<file path="config.mk">
export PLATFORM = sky130hd
export DESIGN_NAME = pending_write_drain_flat
export DESIGN_NICKNAME = d
export VERILOG_FILES = /design/src/rtl/pending_write_drain_if.sv /design/src/rtl/pending_write_drain.sv /design/src/flat_wrapper.sv
export SDC_FILE = /design/constraint.sdc
export NUM_CORES = 1
export LEC_CHECK = 0
export ABC_CLOCK_PERIOD_IN_PS = 3000
export BUFFER_PORTS_ARGS = -buffer_cell sky130_fd_sc_hd__buf_2
export CAP_MARGIN = 20
export CORE_MARGIN = 3
export CORE_UTILIZATION = 52
export DETAILED_ROUTE_END_ITERATION = 12
export GPL_ROUTABILITY_DRIVEN = 0
export PLACE_DENSITY = 0.76
export SYNTH_ARGS = -nofsm -noshare
export SYNTH_HDL_FRONTEND = slang
export SYNTH_SLANG_ARGS = --single-unit
</file>
<file path="constraint.sdc">
create_clock -name clock -period 3 [get_ports clock]
set_input_delay 0.9 -clock clock [delete_from_list [all_inputs] [get_ports clock]]
set_output_delay 0.9 -clock clock [all_outputs]
set_load 0.1 [all_outputs]
</file>
<file path="src/rtl/pending_write_drain_if.sv">
// Pending-write drain bus: FIFO read side, VRAM write side and status.
// master = drain stage, slave = FIFO/video environment.
interface pending_write_drain_if #(
    parameter int ADDR_WIDTH = 17
);
    logic [2:0]            clockPhase;
    logic                  pendingWriteQueueReadEmpty;
    logic [24:0]           pendingWriteQueueReadBus;
    logic                  pendingWriteQueueReadRequest;
    logic                  writeAllowed;
    logic [ADDR_WIDTH-1:0] vramAddress;
    logic [7:0]            vramData;
    logic                  vramWriteEnable;
    logic                  busy;

    modport master (
        input  clockPhase,
        input  pendingWriteQueueReadEmpty,
        input  pendingWriteQueueReadBus,
        input  writeAllowed,
        output pendingWriteQueueReadRequest,
        output vramAddress,
        output vramData,
        output vramWriteEnable,
        output busy
    );

    modport slave (
        output clockPhase,
        output pendingWriteQueueReadEmpty,
        output pendingWriteQueueReadBus,
        output writeAllowed,
        input  pendingWriteQueueReadRequest,
        input  vramAddress,
        input  vramData,
        input  vramWriteEnable,
        input  busy
    );
endinterface

</file>
<file path="src/rtl/pending_write_drain.sv">
// Drains pending-write FIFO entries into 320x240 VRAM writes in the write phase.
// Optional DRAIN_STATS_EN adds writeCount/dropCount outputs.
module pending_write_drain #(
    parameter logic [2:0] WRITE_PHASE = 3'd5,
    parameter int         H_RES       = 320,
    parameter int         V_RES       = 240,
    parameter int         ADDR_WIDTH  = 17
) (
    input  logic                  clock,
    input  logic                  reset,
    pending_write_drain_if.master bus
`ifdef DRAIN_STATS_EN
    ,
    output logic [15:0]           writeCount,
    output logic [15:0]           dropCount
`endif
);
    typedef enum logic [2:0] {
        IDLE,
        REQUEST,
        FETCH,
        CALC,
        WAIT_SLOT,
        WRITE
    } state_t;

    localparam logic [8:0] H_LIM = 9'(H_RES);
    localparam logic [8:0] V_LIM = 9'(V_RES);

    state_t                state;
    state_t                next;
    logic [7:0]            y_q;
    logic [8:0]            x_q;
    logic [7:0]            data_q;
    logic [ADDR_WIDTH-1:0] addr_q;
    logic [ADDR_WIDTH-1:0] addr_calc;
    logic                  in_range;

    assign in_range  = (x_q < H_LIM) && ({1'b0, y_q} < V_LIM);
    // y*320 as shift-add, full width so (319,239) lands on 76799
    assign addr_calc = (ADDR_WIDTH'(y_q) << 8)
                     + (ADDR_WIDTH'(y_q) << 6)
                     + ADDR_WIDTH'(x_q);

    always_ff @(posedge clock) begin
        if (reset) begin
            state  <= IDLE;
            y_q    <= '0;
            x_q    <= '0;
            data_q <= '0;
            addr_q <= '0;
        end else begin
            state <= next;
            if (state == FETCH)
                {y_q, x_q, data_q} <= bus.pendingWriteQueueReadBus;
            if (state == CALC && in_range)
                addr_q <= addr_calc;
        end
    end

    always_comb begin
        next = state;
        unique case (state)
            IDLE:
                if (!bus.pendingWriteQueueReadEmpty)
                    next = REQUEST;
            REQUEST:
                next = FETCH;
            FETCH:
                next = CALC;
            CALC:
                next = in_range ? WAIT_SLOT : IDLE;
            WAIT_SLOT:
                if (bus.clockPhase == WRITE_PHASE && bus.writeAllowed)
                    next = WRITE;
            WRITE:
                next = IDLE;
            default:
                next = IDLE;
        endcase
    end

    assign bus.pendingWriteQueueReadRequest = (state == REQUEST);
    assign bus.vramWriteEnable              = (state == WRITE);
    assign bus.busy                         = (state != IDLE);
    assign bus.vramAddress                  = addr_q;
    assign bus.vramData                     = data_q;

`ifdef DRAIN_STATS_EN
    always_ff @(posedge clock) begin
        if (reset) begin
            writeCount <= '0;
            dropCount  <= '0;
        end else begin
            if (state == WRITE)
                writeCount <= writeCount + 16'd1;
            if (state == CALC && !in_range)
                dropCount <= dropCount + 16'd1;
        end
    end
`endif
endmodule

</file>
<file path="src/flat_wrapper.sv">
// flat-port wrapper written by rule: the top's interface ports become plain ports
module pending_write_drain_flat 
#(
    parameter logic [2:0] WRITE_PHASE = 3'd5,
    parameter int         H_RES       = 320,
    parameter int         V_RES       = 240,
    parameter int         ADDR_WIDTH  = 17
)
  (clock, reset, bus_clockPhase, bus_pendingWriteQueueReadEmpty, bus_pendingWriteQueueReadBus, bus_writeAllowed, bus_pendingWriteQueueReadRequest, bus_vramAddress, bus_vramData, bus_vramWriteEnable, bus_busy);
  pending_write_drain_if #(.ADDR_WIDTH(ADDR_WIDTH)) bus_i ();
  input  logic clock;
  input  logic reset;
  input wire logic [$bits(bus_i.clockPhase)-1:0] bus_clockPhase;
  input wire logic [$bits(bus_i.pendingWriteQueueReadEmpty)-1:0] bus_pendingWriteQueueReadEmpty;
  input wire logic [$bits(bus_i.pendingWriteQueueReadBus)-1:0] bus_pendingWriteQueueReadBus;
  input wire logic [$bits(bus_i.writeAllowed)-1:0] bus_writeAllowed;
  output wire logic [$bits(bus_i.pendingWriteQueueReadRequest)-1:0] bus_pendingWriteQueueReadRequest;
  output wire logic [$bits(bus_i.vramAddress)-1:0] bus_vramAddress;
  output wire logic [$bits(bus_i.vramData)-1:0] bus_vramData;
  output wire logic [$bits(bus_i.vramWriteEnable)-1:0] bus_vramWriteEnable;
  output wire logic [$bits(bus_i.busy)-1:0] bus_busy;
  assign bus_i.clockPhase = bus_clockPhase;
  assign bus_i.pendingWriteQueueReadEmpty = bus_pendingWriteQueueReadEmpty;
  assign bus_i.pendingWriteQueueReadBus = bus_pendingWriteQueueReadBus;
  assign bus_i.writeAllowed = bus_writeAllowed;
  assign bus_pendingWriteQueueReadRequest = bus_i.pendingWriteQueueReadRequest;
  assign bus_vramAddress = bus_i.vramAddress;
  assign bus_vramData = bus_i.vramData;
  assign bus_vramWriteEnable = bus_i.vramWriteEnable;
  assign bus_busy = bus_i.busy;
  pending_write_drain #(.WRITE_PHASE(WRITE_PHASE), .H_RES(H_RES), .V_RES(V_RES), .ADDR_WIDTH(ADDR_WIDTH)) u_core (.clock(clock), .reset(reset), .bus(bus_i));
endmodule
</file>
==> flow_metrics.tcl, run 1 <==
set metrics [dict create \
    status "finished clean" \
    arrival_ps 2670 \
    grt_pass1_vias 1794 \
    htree_num_levels 2 \
    die_h_um 70.3 \
    ys_warn_count 0 \
    vias 1992 \
    routedWlPerCell_um 13.1 \
    area_growth_pct 19.3 \
    hold_viol 0 \
    crit_required_ps 3190 \
    routed_wl_mm 4.80 \
    drt-pass1-iter-count 4 \
    ys_seq_area_share_pct 41.9 \
    rsz0062_at_grt "false" \
    antenna_found_initial 0 \
    vias_per_cell 5.41 \
    grt_pass1_wl_mm 8.22 \
    syn_inst 263 \
    top_layer_used "met4" \
    startpoint_type "register" \
    wl_met3_um 302 \
    maxSlewViolCount 0 \
    hold_class "reg2reg" \
    clock_sinks 45 \
    synthArstFlopShare_pct 0 \
    yosys_most_used_dff "dfxtp_1" \
    start_util_pct 56.2 \
    avgSynthCellArea_sq_um 8.18 \
    ys_ff_latch 45 \
    drive_gt1_share_pct 23.8 \
    ir_worst_vdd_v 0.000318 \
    row_count 22 \
    die_area_sq_mm 0.00495 \
    setup_viol 0 \
    hpwl_mm 3.49 \
    layout_min_cycle_time_ps 2480 \
    cp_max_fo 3 \
    critical_path_class "reg2reg" \
    cap_violations 0 \
    grt_use_total_pct 20.2 \
    cts_resized 0 \
    ant_nets 0 \
    worstSkewPairLatency_ps 300 \
    syn_nets 312 \
    nNetsFinal 368 \
    post-route-period-util_pct 82.8 \
    cts_buffers 5 \
    p_per_area_mw_per_mm2 490 \
    cts_max_path_buffers 2 \
    clk_pin_slew_worst_paths_ps 90 \
    fmax_mhz 403 \
    met1_length_mm 2.22 \
    io_pins 60 \
    synth-edff-count 0 \
    tightestPinTransition_ps 838 \
    grt_max_degree 32 \
    grt-ovfl-total 0 \
    core_sq_mm 0.00383 \
    cts_tree "yes" \
    n_antenna_cell 0 \
    synth_area_sq_mm 0.00215 \
    detail_route.iter0.violations 114 \
    cts_setup_buffers 0 \
    r2r_slack_ps 520 \
    leakage_nw 1.17 \
    root_buffer "clkbuf_8" \
    max_slew_margin_pct 43.9 \
    fin_skew_ps 8.06 \
    synth.distinct_cells 38 \
    drc 0 \
    cts-hold-fix-buffers 0 \
    port_buffers 59 \
    dieWidth_um 70.3 \
    end_kind "register" \
    setup-tns-final_ps 0 \
    finalWorstSetupSlack_ps 517 \
    pre_cts_slack_ps 513 \
    dr_wl_met2_mm 2.24 \
]
-- stage by stage --
step                      cells  area [sq um]  total power [W]  hold slack, ps  util (%)
after floorplan             263          2150         0.000834             432         -
after global placement      360          2480         0.000889             440      64.7
after detailed placement    360          2480         0.000893             443      64.7
after CTS                   368          2570          0.00127             456      67.1
after global routing        368          2570          0.00132             471      67.1
final                       368          2570          0.00126             453      67.1
-- power by group --
group / internal (W) / total [W] / switching [W]
clock: 0.000165 / 0.000380 / 0.000215
sequential: 0.000620 / 0.000641 / 0.0000206
combinational: 0.0000659 / 0.000237 / 0.000172
-- placed cells by master, fill, tap and decap left out, drive strengths merged, types with 5 or more instances in the layout --
| cell | instances |
|---|---|
| nor2 | 11 |
| dfxtp | 45 |
| nand3 | 8 |
| nand2 | 72 |
| a21oi | 41 |
| o21a | 5 |
| o211ai | 5 |
| buf | 62 |
| inv | 9 |
| clkbuf | 5 |
| ha | 15 |
-- cells by family after synthesis --
group,share of synthesized area (%)
DFF,41.9
AOI/OAI and AO/OA,19.1
and+or+nand+nor,24.0
xor gates and xnor gates,0.407
adders and majority gates,10.6
buffers and inverters,4.07
-- cell usage after synthesis, drive strengths merged, types with 3 or more instances --
| cell type | count | share of area, % |
|---|---|---|
| o211ai | 5 | 1.7 |
| nor2 | 11 | 1.9 |
| ha | 15 | 8.7 |
| inv | 8 | 1.4 |
| or3 | 3 | 0.87 |
| o21ai | 4 | 0.93 |
| o21a | 5 | 1.7 |
| nand2 | 72 | 13 |
| o31a | 3 | 1.2 |
| nand3 | 8 | 1.9 |
| dfxtp | 45 | 42 |
| clkbuf | 11 | 1.9 |
| a21oi | 41 | 9.5 |
-- worst max-delay path, stage by stage, from the launching register on --
cell      delay [ps]
dfxtp_1          360
inv_1             70
fa_1             600
inv_1             60
ha_1             300
a211oi_1         360
o211ai_1         170
and4_1           200
a311o_1          260
-- state kept, by name, summed over array words and instances, names as in the netlist --
register	flops
u_core.y_q	8
u_core.bus.vramAddress	17
u_core.bus.vramData	8
u_core.state	3
u_core.x_q	9
-- final cells by class --
| type | count | area [sq um] |
|---|---|---|
| Clock buffer | 5 | 68.8 |
| Clock inverter | 3 | 21.3 |
| Fill cell | 348 | 1260 |
| Inverter | 8 | 30.0 |
| Multi-Input combinational cell | 197 | 1170 |
| Sequential cell | 45 | 901 |
| Tap cell | 48 | 60.1 |
| Timing Repair Buffer | 62 | 318 |
-- layer usage --
metal  track usage [%]  vias up
li1                  -     1024
met1              27.1      906
met2              32.3       58
met3              5.04        4
met4              5.32        0
met5                 0        -
-- worst paths after layout --
kind / startpoint / end / cells after the start
max: u_core.x_q[8] / u_core.bus.vramAddress[14] / 8
min: u_core.bus.vramAddress[1] / u_core.bus.vramAddress[1] / 2
max reg2reg: u_core.x_q[8] / u_core.bus.vramAddress[14] / 8
min reg2reg: u_core.bus.vramAddress[1] / u_core.bus.vramAddress[1] / 2
Note: power is estimated with default switching activity, not from simulation.
==> inputs of run 2 (changes only) <==
--- a/config.mk
+++ b/config.mk
@@ -5,14 +5,15 @@
 export SDC_FILE = /design/constraint.sdc
 export NUM_CORES = 1
 export LEC_CHECK = 0
-export ABC_CLOCK_PERIOD_IN_PS = 3000
+export ABC_AREA = 1
+export ABC_CLOCK_PERIOD_IN_PS = 2100
 export BUFFER_PORTS_ARGS = -buffer_cell sky130_fd_sc_hd__buf_2
 export CAP_MARGIN = 20
 export CORE_MARGIN = 3
-export CORE_UTILIZATION = 52
+export CORE_UTILIZATION = 47
 export DETAILED_ROUTE_END_ITERATION = 12
 export GPL_ROUTABILITY_DRIVEN = 0
-export PLACE_DENSITY = 0.76
+export PLACE_DENSITY = 0.71
 export SYNTH_ARGS = -nofsm -noshare
 export SYNTH_HDL_FRONTEND = slang
 export SYNTH_SLANG_ARGS = --single-unit
==> constraint.sdc (replaced) <==
create_clock -name clock -period 2.1 [get_ports clock]
set_input_delay 0.63 -clock clock [delete_from_list [all_inputs] [get_ports clock]]
set_output_delay 0.63 -clock clock [all_outputs]
set_load 0.1 [all_outputs]
==> run 2 against run 1 <==
Net effect: non-clock buffer count increased by 3; largest power group unchanged; combinational power increased to 3.0 times the previous value; highest routed layer unchanged; die area increased by 14%; utilization decreased by 7.1 points.
==> flow_metrics.tcl, run 2 <==
set metrics [dict create \
    rsz0062_at_grt "false" \
    ys_warn_count 0 \
    yosys_most_used_dff "dfxtp_1" \
    setup_viol 0 \
    maxSlewViolCount 0 \
    max_slew_margin_pct 49.6 \
    synthTopCellsByCount "nor2_1 (50), dfxtp_1 (45), nand2_1 (44)" \
    syn_nets 340 \
    n_antenna_cell 0 \
    largest_reg_flops 17 \
    cap_violations 0 \
    synthTopCellsByArea "dfxtp_1 (40%), ha_1 (8.4%), nor2_1 (8.4%)" \
    p_per_area_mw_per_mm2 830 \
    cts-hold-fix-buffers 0 \
    vias 1990 \
    muxShareOfSynthArea_pct 0 \
    port_buffers 59 \
    cp_max_fo 5 \
    core_sq_mm 0.00447 \
    leakage_nw 1.30 \
    synth_top_family_by_area "simple AND/OR/NAND/NOR gates" \
    multi_input_area_sq_mm 0.00116 \
    root_buffer "clkbuf_8" \
    clock_sinks 45 \
    yosysMostFrequentCell "nor2_1" \
    cts_buffers 5 \
    fin_util_pct 60.0 \
    yosys.area_share.adder_pct 10.2 \
    hold_viol 0 \
    synth_area_sq_mm 0.00224 \
    routed_wl_mm 4.70 \
    row_count 24 \
    grt-ovfl-total 0 \
    vias_per_cell 4.94 \
    synth.distinct_cells 31 \
    fill_cells 433 \
    hold_class "reg2reg" \
    power_w 0.00223 \
    seqCellArea_sq_um 905 \
    yosysTopAreaCellShare_pct 40.3 \
    drt-pass1-iter-count 4 \
    cp_cell_sequence "inv_1, nand2_1, nor2_2, buf_2" \
    rr_worst_depth 12 \
    detail_route.iter0.violations 113 \
    cts_max_path_buffers 2 \
    grt_max_degree 30 \
    htree_num_levels 2 \
    drc 0 \
    min_path_cells 2 \
    final_common_cell "buf_2" \
    dieWidth_um 75.0 \
    fmax_mhz 499 \
    crit_path_max_incr_delay_ps 420 \
    drive_gt1_share_pct 30.5 \
    yosysTopAreaCell "dfxtp_1" \
    ant_nets 0 \
    grt_pass1_vias 1786 \
    synthArstFlopShare_pct 0 \
    die_area_sq_mm 0.00562 \
    grt_pass1_wl_mm 7.68 \
    synth_compound_area_share_pct 15.8 \
    nNetsFinal 400 \
    ys_seq_area_share_pct 40.3 \
    ys_ff_latch 45 \
    post-route-period-util_pct 95.4 \
    startpoint_type "register" \
    die_h_um 75.0 \
    fin_skew_ps 4.04 \
    tightestPinTransition_ps 756 \
    yosys.area_share.simple_pct 24.0 \
    status "finished clean" \
    ir_worst_vdd_v 0.000581 \
    worstSkewPairLatency_ps 290 \
    antenna_found_initial 0 \
    hpwl_mm 3.50 \
    slowest_stage "buf_2" \
    io_pins 60 \
    critical_path_class "reg2out" \
    end_kind "output pin" \
    clk_pin_slew_worst_paths_ps 80 \
    mostFrequentLayoutCells "buf_2 (58), nor2_1 (48), dfxtp_1 (42), nand2_1 (39), inv_1 (29)" \
    setup-tns-final_ps 0 \
    syn_inst 291 \
    synth-edff-count 0 \
    layout_min_cycle_time_ps 2000 \
    routedWlPerCell_um 11.7 \
    crit_required_ps 1470 \
    start_util_pct 50.0 \
    cts_tree "yes" \
    synth_xor_area_share_pct 1.18 \
    arrival_ps 1370 \
    area_growth_pct 20.0 \
    avgSynthCellArea_sq_um 7.68 \
    grt_use_total_pct 17.7 \
]
==> run 2: cells by family (layout without fill, tap and decap cells) <==
logic type / count (synthesis) / count (layout)
compound gates: 61 / 61
buf+inv: 43 / 103
xor+xnor: 3 / 3
fa+ha+maj: 17 / 17
simple gates: 122 / 122
flops: 45 / 45
==> run 2: layer usage <==
layer	track usage [%]	vias to the layer above	share of wire [%]
met5	0	-	0
met4	6.32	0	1.8
met3	5.07	8	5.2
met2	31.3	48	49
met1	20.3	880	44
li1	-	1054	-
==> run 2: stage by stage <==
stage	hold WS, ps	setup WS, ps	cell area (sq um)	cells
2_1_floorplan	439	91.1	2240	291
4_1_cts	464	30.2	2660	402
5_1_grt	481	5.45	2680	403
3_3_place_gp	448	63.8	2560	395
6_report	463	97.3	2680	403
3_5_place_dp	452	-15.0	2560	395
==> run 2: final cells by class <==
cell class	instances	share of cell area, %
Tap cell	52	2.43
Multi-Input combinational cell	203	43.4
Clock buffer	6	3.08
Inverter	31	4.34
Clock inverter	1	0.280
Timing Repair Buffer	65	12.8
Sequential cell	45	33.7
==> run 2: critical path, delay by kind of cell (launching register included) <==
kind	cells	cell delay, ps
buffers and inverters	2	550
DFF	1	340
and+or+nand+nor	2	180
==> run 2: path summary, 6_finish.rpt <==
kind,startpoint,end,slack (ps)
worst max-delay path,u_core.state[1],bus_vramWriteEnable,100
worst min-delay path,u_core.bus.vramAddress[1],u_core.bus.vramAddress[1],460
worst max register to register,u_core.y_q[2],u_core.bus.vramAddress[12],130
worst min register to register,u_core.bus.vramAddress[1],u_core.bus.vramAddress[1],460
==> run 2: report_power, final <==
| part | leakage (nW) | switching, W | internal [W] |
|---|---|---|---|
| combinational | 0.886 | 0.000521 | 0.000186 |
| clock | 0.0433 | 0.000277 | 0.000260 |
| sequential | 0.368 | 0.0000529 | 0.000930 |
| total | 1.30 | 0.000851 | 0.00138 |
==> run 2: timing repair <==
action,4_1_cts,5_1_grt
gates resized for setup,1,10
hold endpoints to repair,0,0
endpoints found under the setup margin,2,7
buffers inserted,0,1
pin swaps,0,6
